## config.mk

```make
export PLATFORM = sky130hd
export DESIGN_NAME = shift_sequencer_flat
export DESIGN_NICKNAME = d
export VERILOG_FILES = /design/src/rtl/shift_sequencer_pkg.sv /design/src/rtl/shift_sequencer_if.sv /design/src/rtl/shift_step_counter.sv /design/src/rtl/shift_sequencer.sv /design/src/flat_wrapper.sv
export SDC_FILE = /design/constraint.sdc
export NUM_CORES = 1
export LEC_CHECK = 0
export BUFFER_PORTS_ARGS = -buffer_cell sky130_fd_sc_hd__buf_2
export CAP_MARGIN = 20
export CELL_PAD_IN_SITES_DETAIL_PLACEMENT = 1
export CELL_PAD_IN_SITES_GLOBAL_PLACEMENT = 2
export CORE_UTILIZATION = 29
export CTS_BUF_LIST = sky130_fd_sc_hd__clkbuf_4 sky130_fd_sc_hd__clkbuf_8
export CTS_CLUSTER_DIAMETER = 120
export CTS_CLUSTER_SIZE = 25
export DETAILED_ROUTE_END_ITERATION = 8
export PLACE_DENSITY_LB_ADDON = 0.1
export SYNTH_ARGS = -nofsm -noshare
export SYNTH_HDL_FRONTEND = slang
export SYNTH_SLANG_ARGS = --single-unit
```

## constraint.sdc

```tcl
create_clock -name clk -period 2.4 [get_ports clk]
set_input_delay 0.48 -clock clk [delete_from_list [all_inputs] [get_ports clk]]
set_output_delay 0.48 -clock clk [all_outputs]
set_load 0.01 [all_outputs]
```

## src/rtl/shift_sequencer_pkg.sv

```systemverilog
// Shared definitions for the shift sequencer: command op codes, FSM states
// and the {s1,s0} mode encodings of the downstream universal shift register.
package shift_sequencer_pkg;

  typedef enum logic [1:0] {
    OP_NOP  = 2'd0,
    OP_LOAD = 2'd1,
    OP_SHR  = 2'd2,
    OP_SHL  = 2'd3
  } op_e;

  typedef enum logic [1:0] {
    ST_IDLE  = 2'd0,
    ST_LOAD  = 2'd1,
    ST_SHIFT = 2'd2,
    ST_DONE  = 2'd3
  } state_e;

  localparam logic [1:0] MODE_LOAD = 2'b00;
  localparam logic [1:0] MODE_SHR  = 2'b01;
  localparam logic [1:0] MODE_SHL  = 2'b10;

  // Only shift ops reach this; anything that is not SHL is treated as SHR.
  function automatic logic [1:0] shift_mode(input op_e op);
    return (op == OP_SHL) ? MODE_SHL : MODE_SHR;
  endfunction

endpackage

```

## src/rtl/shift_sequencer_if.sv

```systemverilog
// Command handshake, register drive/feedback and status bundle of the sequencer.
// slave = sequencer side, master = command source plus downstream register.
interface shift_sequencer_if #(
  parameter int WIDTH = 4,
  parameter int CNT_W = 3
);

  logic             cmd_valid;
  logic             cmd_ready;
  logic [1:0]       cmd_op;
  logic [WIDTH-1:0] cmd_data;
  logic [CNT_W-1:0] cmd_count;
  logic             cmd_fill;

  logic [WIDTH-1:0] sr_q;
  logic             sr_s1;
  logic             sr_s0;
  logic [WIDTH-1:0] sr_data_in;
  logic             sr_msb_in;
  logic             sr_lsb_in;

  logic             busy;
  logic             done;
  logic [WIDTH-1:0] result;

  modport slave (
    input  cmd_valid, cmd_op, cmd_data, cmd_count, cmd_fill, sr_q,
    output cmd_ready, sr_s1, sr_s0, sr_data_in, sr_msb_in, sr_lsb_in,
    output busy, done, result
  );

  modport master (
    output cmd_valid, cmd_op, cmd_data, cmd_count, cmd_fill, sr_q,
    input  cmd_ready, sr_s1, sr_s0, sr_data_in, sr_msb_in, sr_lsb_in,
    input  busy, done, result
  );

endinterface

```

## src/rtl/shift_step_counter.sv

```systemverilog
// Loadable down-counter with zero flag; counts remaining shift steps.
// Saturates at zero, so an extra decrement is harmless.
module shift_step_counter #(
  parameter int CNT_W = 3
) (
  input  logic             clk,
  input  logic             rst,
  input  logic             load_i,
  input  logic [CNT_W-1:0] load_val_i,
  input  logic             dec_i,
  output logic             zero_o
);

  logic [CNT_W-1:0] cnt_q, cnt_d;

  always_comb begin
    cnt_d = cnt_q;
    if (load_i) begin
      cnt_d = load_val_i;
    end else if (dec_i && (cnt_q != '0)) begin
      cnt_d = cnt_q - CNT_W'(1);
    end
  end

  always_ff @(posedge clk) begin
    if (!rst) begin
      cnt_q <= '0;
    end else begin
      cnt_q <= cnt_d;
    end
  end

  assign zero_o = (cnt_q == '0);

endmodule

```

## src/rtl/shift_sequencer.sv

```systemverilog
// Command sequencer for a universal shift register: LOAD done 2 cycles after accept,
// shift-N after N+1, NOP/count-0 after 1. Accepts only in IDLE (cmd_ready low while busy).
module shift_sequencer
  import shift_sequencer_pkg::*;
#(
  parameter int WIDTH = 4,
  parameter int CNT_W = 3
) (
  input  logic              clk,
  input  logic              rst,
  shift_sequencer_if.slave  bus
);

  state_e           state_q, state_d;
  op_e              op_q;
  logic [WIDTH-1:0] data_q;
  logic             fill_q;
  logic [WIDTH-1:0] result_q;

  logic             accept;
  logic             cnt_zero;
  logic [1:0]       mode;
  logic             cmd_ready;
  logic             busy;
  logic             done;
  logic [WIDTH-1:0] sr_data_in;
  logic             serial_in;

  assign accept = bus.cmd_valid && cmd_ready;

  // Counter holds N-1 on entry to SHIFT so the zero flag marks the last step.
  shift_step_counter #(
    .CNT_W (CNT_W)
  ) u_step_cnt (
    .clk        (clk),
    .rst        (rst),
    .load_i     (accept),
    .load_val_i (bus.cmd_count - CNT_W'(1)),
    .dec_i      (state_q == ST_SHIFT),
    .zero_o     (cnt_zero)
  );

  always_ff @(posedge clk) begin
    if (!rst) begin
      state_q <= ST_IDLE;
    end else begin
      state_q <= state_d;
    end
  end

  always_comb begin
    state_d = state_q;
    case (state_q)
      ST_IDLE: begin
        if (accept) begin
          case (op_e'(bus.cmd_op))
            OP_LOAD:        state_d = ST_LOAD;
            OP_SHR, OP_SHL: state_d = (bus.cmd_count != '0) ? ST_SHIFT : ST_DONE;
            default:        state_d = ST_DONE;
          endcase
        end
      end
      ST_LOAD:  state_d = ST_DONE;
      ST_SHIFT: if (cnt_zero) state_d = ST_DONE;
      ST_DONE:  state_d = ST_IDLE;
      default:  state_d = ST_IDLE;
    endcase
  end

  // While rst is low the register is parked in hold mode regardless of state.
  always_comb begin
    cmd_ready  = 1'b0;
    busy       = 1'b0;
    done       = 1'b0;
    mode       = MODE_LOAD;
    sr_data_in = bus.sr_q;
    serial_in  = 1'b0;
    if (rst) begin
      case (state_q)
        ST_IDLE: cmd_ready = 1'b1;
        ST_LOAD: begin
          busy       = 1'b1;
          sr_data_in = data_q;
        end
        ST_SHIFT: begin
          busy      = 1'b1;
          mode      = shift_mode(op_q);
          serial_in = fill_q;
        end
        ST_DONE: begin
          busy = 1'b1;
          done = 1'b1;
        end
        default: ;
      endcase
    end
  end

  always_ff @(posedge clk) begin
    if (!rst) begin
      op_q   <= OP_NOP;
      data_q <= '0;
      fill_q <= 1'b0;
    end else if (accept) begin
      op_q   <= op_e'(bus.cmd_op);
      data_q <= bus.cmd_data;
      fill_q <= bus.cmd_fill;
    end
  end

  // In DONE the register already holds the final value of the command.
  always_ff @(posedge clk) begin
    if (!rst) begin
      result_q <= '0;
    end else if (state_q == ST_DONE) begin
      result_q <= bus.sr_q;
    end
  end

  assign bus.cmd_ready  = cmd_ready;
  assign bus.busy       = busy;
  assign bus.done       = done;
  assign bus.result     = result_q;
  assign bus.sr_s1      = mode[1];
  assign bus.sr_s0      = mode[0];
  assign bus.sr_data_in = sr_data_in;
  assign bus.sr_msb_in  = serial_in;
  assign bus.sr_lsb_in  = serial_in;

endmodule

```

## src/flat_wrapper.sv

```systemverilog
// flat-port wrapper written by rule: the top's interface ports become plain ports
module shift_sequencer_flat import shift_sequencer_pkg::*;
#(
  parameter int WIDTH = 4,
  parameter int CNT_W = 3
)
  (clk, rst, bus_cmd_valid, bus_cmd_op, bus_cmd_data, bus_cmd_count, bus_cmd_fill, bus_sr_q, bus_cmd_ready, bus_sr_s1, bus_sr_s0, bus_sr_data_in, bus_sr_msb_in, bus_sr_lsb_in, bus_busy, bus_done, bus_result);
  shift_sequencer_if #(.WIDTH(WIDTH), .CNT_W(CNT_W)) bus_i ();
  input  logic clk;
  input  logic rst;
  input wire logic [$bits(bus_i.cmd_valid)-1:0] bus_cmd_valid;
  input wire logic [$bits(bus_i.cmd_op)-1:0] bus_cmd_op;
  input wire logic [$bits(bus_i.cmd_data)-1:0] bus_cmd_data;
  input wire logic [$bits(bus_i.cmd_count)-1:0] bus_cmd_count;
  input wire logic [$bits(bus_i.cmd_fill)-1:0] bus_cmd_fill;
  input wire logic [$bits(bus_i.sr_q)-1:0] bus_sr_q;
  output wire logic [$bits(bus_i.cmd_ready)-1:0] bus_cmd_ready;
  output wire logic [$bits(bus_i.sr_s1)-1:0] bus_sr_s1;
  output wire logic [$bits(bus_i.sr_s0)-1:0] bus_sr_s0;
  output wire logic [$bits(bus_i.sr_data_in)-1:0] bus_sr_data_in;
  output wire logic [$bits(bus_i.sr_msb_in)-1:0] bus_sr_msb_in;
  output wire logic [$bits(bus_i.sr_lsb_in)-1:0] bus_sr_lsb_in;
  output wire logic [$bits(bus_i.busy)-1:0] bus_busy;
  output wire logic [$bits(bus_i.done)-1:0] bus_done;
  output wire logic [$bits(bus_i.result)-1:0] bus_result;
  assign bus_i.cmd_valid = bus_cmd_valid;
  assign bus_i.cmd_op = bus_cmd_op;
  assign bus_i.cmd_data = bus_cmd_data;
  assign bus_i.cmd_count = bus_cmd_count;
  assign bus_i.cmd_fill = bus_cmd_fill;
  assign bus_i.sr_q = bus_sr_q;
  assign bus_cmd_ready = bus_i.cmd_ready;
  assign bus_sr_s1 = bus_i.sr_s1;
  assign bus_sr_s0 = bus_i.sr_s0;
  assign bus_sr_data_in = bus_i.sr_data_in;
  assign bus_sr_msb_in = bus_i.sr_msb_in;
  assign bus_sr_lsb_in = bus_i.sr_lsb_in;
  assign bus_busy = bus_i.busy;
  assign bus_done = bus_i.done;
  assign bus_result = bus_i.result;
  shift_sequencer #(.WIDTH(WIDTH), .CNT_W(CNT_W)) u_core (.clk(clk), .rst(rst), .bus(bus_i));
endmodule
```

== Yosys cells after proc, flatten, opt, wreduce, memory -nomap -nowiden ==
Index checks and enable logic that the tools add are counted.

* Bits in registers: 16
* Input port bits: 17
* Output and inout port bits: 15
* Word-level logic and storage cells: 47

* Add/subtract/negate cells: 2
* Equal/unequal tests: 9
* Muxes and demuxes: 20
* Reduce and logical (&&, ||, !) cells: 10

{| class="wikitable"
|+ Operators with widths
! cell !! number
|-
| $eq A2 B2 Y1 const B || 5
|-
| $mux W2 || 5
|-
| $mux W1 || 9
|-
| $mux W4 || 2
|-
| $pmux W2 S4 || 1
|-
| $mux W3 || 2
|-
| $reduce_bool A3 Y1 || 2
|-
| $sub A3 B1 Y3 const B || 2
|-
| $eq A2 B1 Y1 const B || 2
|-
| $ne A2 B1 Y1 const B || 2
|-
| $pmux W2 S2 || 1
|-
| $logic_not A3 Y1 || 1
|-
| $reduce_or A3 Y1 || 1
|-
| $logic_and A1 B1 Y1 || 2
|-
| $logic_not A2 Y1 || 1
|-
| $reduce_and A2 Y1 || 1
|-
| $reduce_bool A2 Y1 || 1
|-
| $reduce_or A2 Y1 || 1
|}

== Depth between registers and ports, before layout ==
* Depth after elaboration: 6
* Depth in mapped cells: 10
* Gate-level depth less buffers: 9

== Modules after synthesis ==
From an unflattened synthesis, not the netlist that was laid out.

* Cells, all modules: 109
* Area, all modules: 928.4 um2

{| class="wikitable"
|+ By module, submodules not included
! module !! instances !! cells each !! area an instance (um2) !! seq. area each (um2)
|-
| shift_sequencer || 1 || 88 || 743.2 || 260.2
|-
| shift_step_counter || 1 || 21 || 185.2 || 60.1
|}

== Worst setup path before layout ==
OpenSTA, ideal clock, no wires.

* Path kind: register to register
* Start point: reg u_core.state_q[0]
* End point: reg u_core.u_step_cnt.cnt_q[2]
* Library setup time: 0.070 ns
* Arrival: 1.886 ns
* Required time: 2.330 ns
* Path slack: 0.444 ns
* Cell stages (with the launch flop): 11
* Path buffers: 1
* Period minus slack after synthesis: 1.956 ns
* Cell sequence: dfxtp_1 inv_1 ha_1 and2_1 buf_6 nand2_1 mux2i_1 ha_1 nand2_2 or3_1 a21oi_1

* Longest elaborated chain between the ends: 5
* Elaborated cells between the ends (all ways): 8
* Those cells by class: eq/ne (1); mux (3); reduce/logical (4)

{| class="wikitable"
|+ RTL lines
! what !! line !! RTL
|-
| from (decl) || shift_sequencer.sv:14 || <nowiki>state_e state_q, state_d;</nowiki>
|-
| from (signal assigned) || shift_sequencer.sv:47 || <nowiki>state_q <= state_d;</nowiki>
|-
| $logic_not A2 Y1 || shift_sequencer.sv:79 || <nowiki>case (state_q)</nowiki>
|-
| $mux W1 || shift_sequencer.sv:79 ||
|-
| $mux W1 || shift_sequencer.sv:78 || <nowiki>if (rst) begin</nowiki>
|-
| $logic_and A1 B1 Y1 || shift_sequencer.sv:29 || <nowiki>assign accept = bus.cmd_valid && cmd_ready;</nowiki>
|-
| $mux W3 / $reduce_bool A2 Y1 (equally long branches) || - ||
|-
| to (signal assigned) || shift_step_counter.sv:29 || <nowiki>cnt_q <= cnt_d;</nowiki>
|-
| to (decl) || shift_step_counter.sv:14 || <nowiki>logic [CNT_W-1:0] cnt_q, cnt_d;</nowiki>
|}

Several ways; a longest one is shown, not always the timed one.
A chain may end at the register's enable or synchronous reset.

== Final worst setup path ==
* Start point: reg u_core.state_q[1]
* End point: out bus_sr_data_in[2]

* Longest elaborated chain between the ends: 3

{| class="wikitable"
|+ RTL lines
! what !! line !! RTL
|-
| $eq A2 B1 Y1 || shift_sequencer.sv:79 ||
|-
| $mux W4 || shift_sequencer.sv:79 ||
|-
| $mux W4 || shift_sequencer.sv:78 ||
|-
| to (decl) || flat_wrapper.sv:20 || <nowiki>output wire logic [$bits(bus_i.sr_data_in)-1:0] bus_sr_data_in;</nowiki>
|}

Every way passes these cells.

==> impl_metrics.json <==
{
  "path_cells": "inv_1 > ha_1 > nand2_1 > mux2_2 > buf_2",
  "cts_tree": "built",
  "grt_pass1_wl_mm": 3.77,
  "reg2reg_slack_ns": 0.36,
  "clock_skew_ns": 0.00619,
  "grt_max_degree": 16,
  "antenna_found_initial": 0,
  "syn_nets": 125,
  "holdBufCountCts": 0,
  "post_drt_wl_per_cell_um": 13.8,
  "die_y_um": 57.9,
  "ys.flop_type": "dfxtp_1",
  "diodes": 0,
  "clock_latency_ns": 0.29,
  "leakagePower_nw": 0.500,
  "gp_congestion": 0.804,
  "setup_violations": 0,
  "htree_levels": 1,
  "drtAntennaViolNets": 0,
  "rows": 19,
  "critical-path-slowest-cell": "dfxtp_1",
  "critPathMaxStageDelay_ns": 0.39,
  "netlist_instances": 102,
  "worst_pin_slew_ns": 0.362,
  "seq_area_frac_synth_pct": 35.4,
  "cts.sinks": 16,
  "path_clk_slew_ns": 0.11,
  "cts_buffer_depth": 2,
  "outcome": "finished with violations",
  "setup-tns-final_ns": 0,
  "vias_per_cell": 4.98,
  "grt_overflow": 0,
  "fmax_mhz": 477,
  "dp_hpwl_mm": 1.78,
  "synth_edf_count": 0,
  "syn_to_final_growth_pct": 23.8,
  "max-vdd-ir-drop_v": 0.000369,
  "first_global_vias": 810,
  "rsz0062_at_grt": "false",
  "crit_type": "reg2out",
  "yosysWarnings": 0,
  "wl_mm": 2.28,
  "power_density_nw_per_um2": 910,
  "cts_buffers": 3,
  "initial_core_util_pct": 31.7,
  "post_cts_buffers": 0,
  "cts-resized-gates": 0,
  "violations": "design-rule violations",
  "critical_path_required_ns": 1.92,
  "hold_viol_final": 0,
  "drv_slew": 0,
  "post-route-drc-count": 2,
  "fin_crit_sh_pct": 87.4,
  "crit_family": "flip-flops",
  "avgSynthCellArea_sq_um": 8.87,
  "fin_hold_ws_ns": 0.413,
  "async_flop_share_pct": 0,
  "cap_viol_max_count": 0,
  "critPathArrivalTime_ns": 1.62,
  "nets": 158,
  "drive_gt1_share_pct": 32.8,
  "path_buf_inv": 2,
  "dr.first_iter.drc_count": 19,
  "critPathMaxFanout": 4,
  "finish.utilization_pct": 39.3,
  "fp.dieW_um": 57.9,
  "max_slew_margin_pct": 75.6,
  "portBuffers": 31,
  "grt.total_usage_pct": 15.0,
  "period_minus_slack_ns": 2.10,
  "synth_area_sq_um": 905,
  "ios": 32,
  "ys_ff_latch": 16,
  "dieArea_sq_um": 3350,
  "first_pass_iters": 6,
  "coreArea_sq_um": 2850,
  "min_path_type": "in2reg",
  "crit_path_end_kind": "output port",
  "yosysUniqueCellTypes": 29,
  "via_count": 821,
  "start_kind": "flip-flop",
  "clk_root_buffer_cell": "clkbuf_4"
}
==> final timing paths <==
path | start | to | cells after the start
hold reg to reg | u_core.data_q[1] | u_core.data_q[1] | 2
setup reg to reg | u_core.state_q[0] | u_core.u_step_cnt.cnt_q[2] | 9
setup / recovery | u_core.state_q[1] | bus_sr_data_in[2] | 5
hold / removal | bus_cmd_data[2] | u_core.data_q[2] | 3
==> kinds of logic (layout without fill, tap and decap cells) <==
| group | Yosys count | count (layout) | share of synthesized area (%) |
|---|---|---|---|
| compound gates | 25 | 25 | 19.6 |
| flops | 16 | 16 | 35.4 |
| simple gates | 37 | 37 | 19.9 |
| mux | 10 | 10 | 11.6 |
| fa+ha+maj | 6 | 6 | 8.30 |
| xor+xnor | 1 | 1 | 0.968 |
| buf+inv | 7 | 39 | 4.15 |
==> final cells by class <==
| class | instances | area [sq um] |
|---|---|---|
| timing repair buffer | 33 | 170 |
| fill | 358 | 1730 |
| clock buffer | 4 | 36.3 |
| multi-input combinational | 79 | 547 |
| sequential | 16 | 320 |
| inverter | 2 | 7.51 |
| tap | 31 | 38.8 |
==> cell usage after synthesis (2+ instances only) <==
cell type,number,share of area [%]
mux2_2,4,5.0
inv_1,2,0.83
a21oi_1,4,2.2
dfxtp_1,16,35
mux2i_1,6,6.6
o2111ai_1,2,1.9
and2_1,3,2.1
nor2b_1,6,4.1
ha_1,6,8.3
nor2_1,2,0.83
a21boi_1,10,8.3
o21ai_1,3,1.7
nand2_1,20,8.3
clkbuf_1,3,1.2
==> cell usage in the layout, fill, tap and decap left out, types with 4 or more instances in the layout <==
cell type  count
ha_1           6
dfxtp_1       16
nand2_1       20
mux2i_1        6
a21boi_1      10
mux2_2         4
buf_2         31
a21oi_1        4
nor2b_1        6
==> worst min-delay path, delay by kind of cell <==
| family | cells | cell delay, ns |
|---|---|---|
| simple gates | 1 | 0.05 |
| buf+inv | 1 | 0.10 |
| compound gates | 1 | 0.05 |
==> sequential cells by signal, indices dropped and copies added, names as in the netlist <==
register / flops
u_core.bus.result: 4
u_core.u_step_cnt.cnt_q: 3
u_core.op_q: 2
u_core.state_q: 2
u_core.fill_q: 1
u_core.data_q: 4
==> power breakdown <==
part | switching [W] | leakage [nW] | internal, W
Clock | 0.0000961 | 0.0210 | 0.0000924
Sequential | 0.0000615 | 0.131 | 0.000330
Combinational | 0.000243 | 0.348 | 0.000196
==> metrics by stage <==
stage	area [sq um]	setup slack, ns	std cells	power (W)
2_1_floorplan	905	0.444	102	0.000707
3_3_place_gp	1080	0.513	161	0.000829
3_5_place_dp	1080	0.360	161	0.000840
4_1_cts	1120	0.275	165	0.00103
5_1_grt	1120	0.170	165	0.00110
6_report	1120	0.303	165	0.00102
==> metal layers <==
metal	GRT usage [%]	part of all wire, %	up-vias
met1	18.5	46	374
met5	0	0	-
met2	25.0	47	28
met3	3.57	6.1	4
met4	6.12	1.3	0
li1	-	-	415
(Power assumes the default switching activity.)
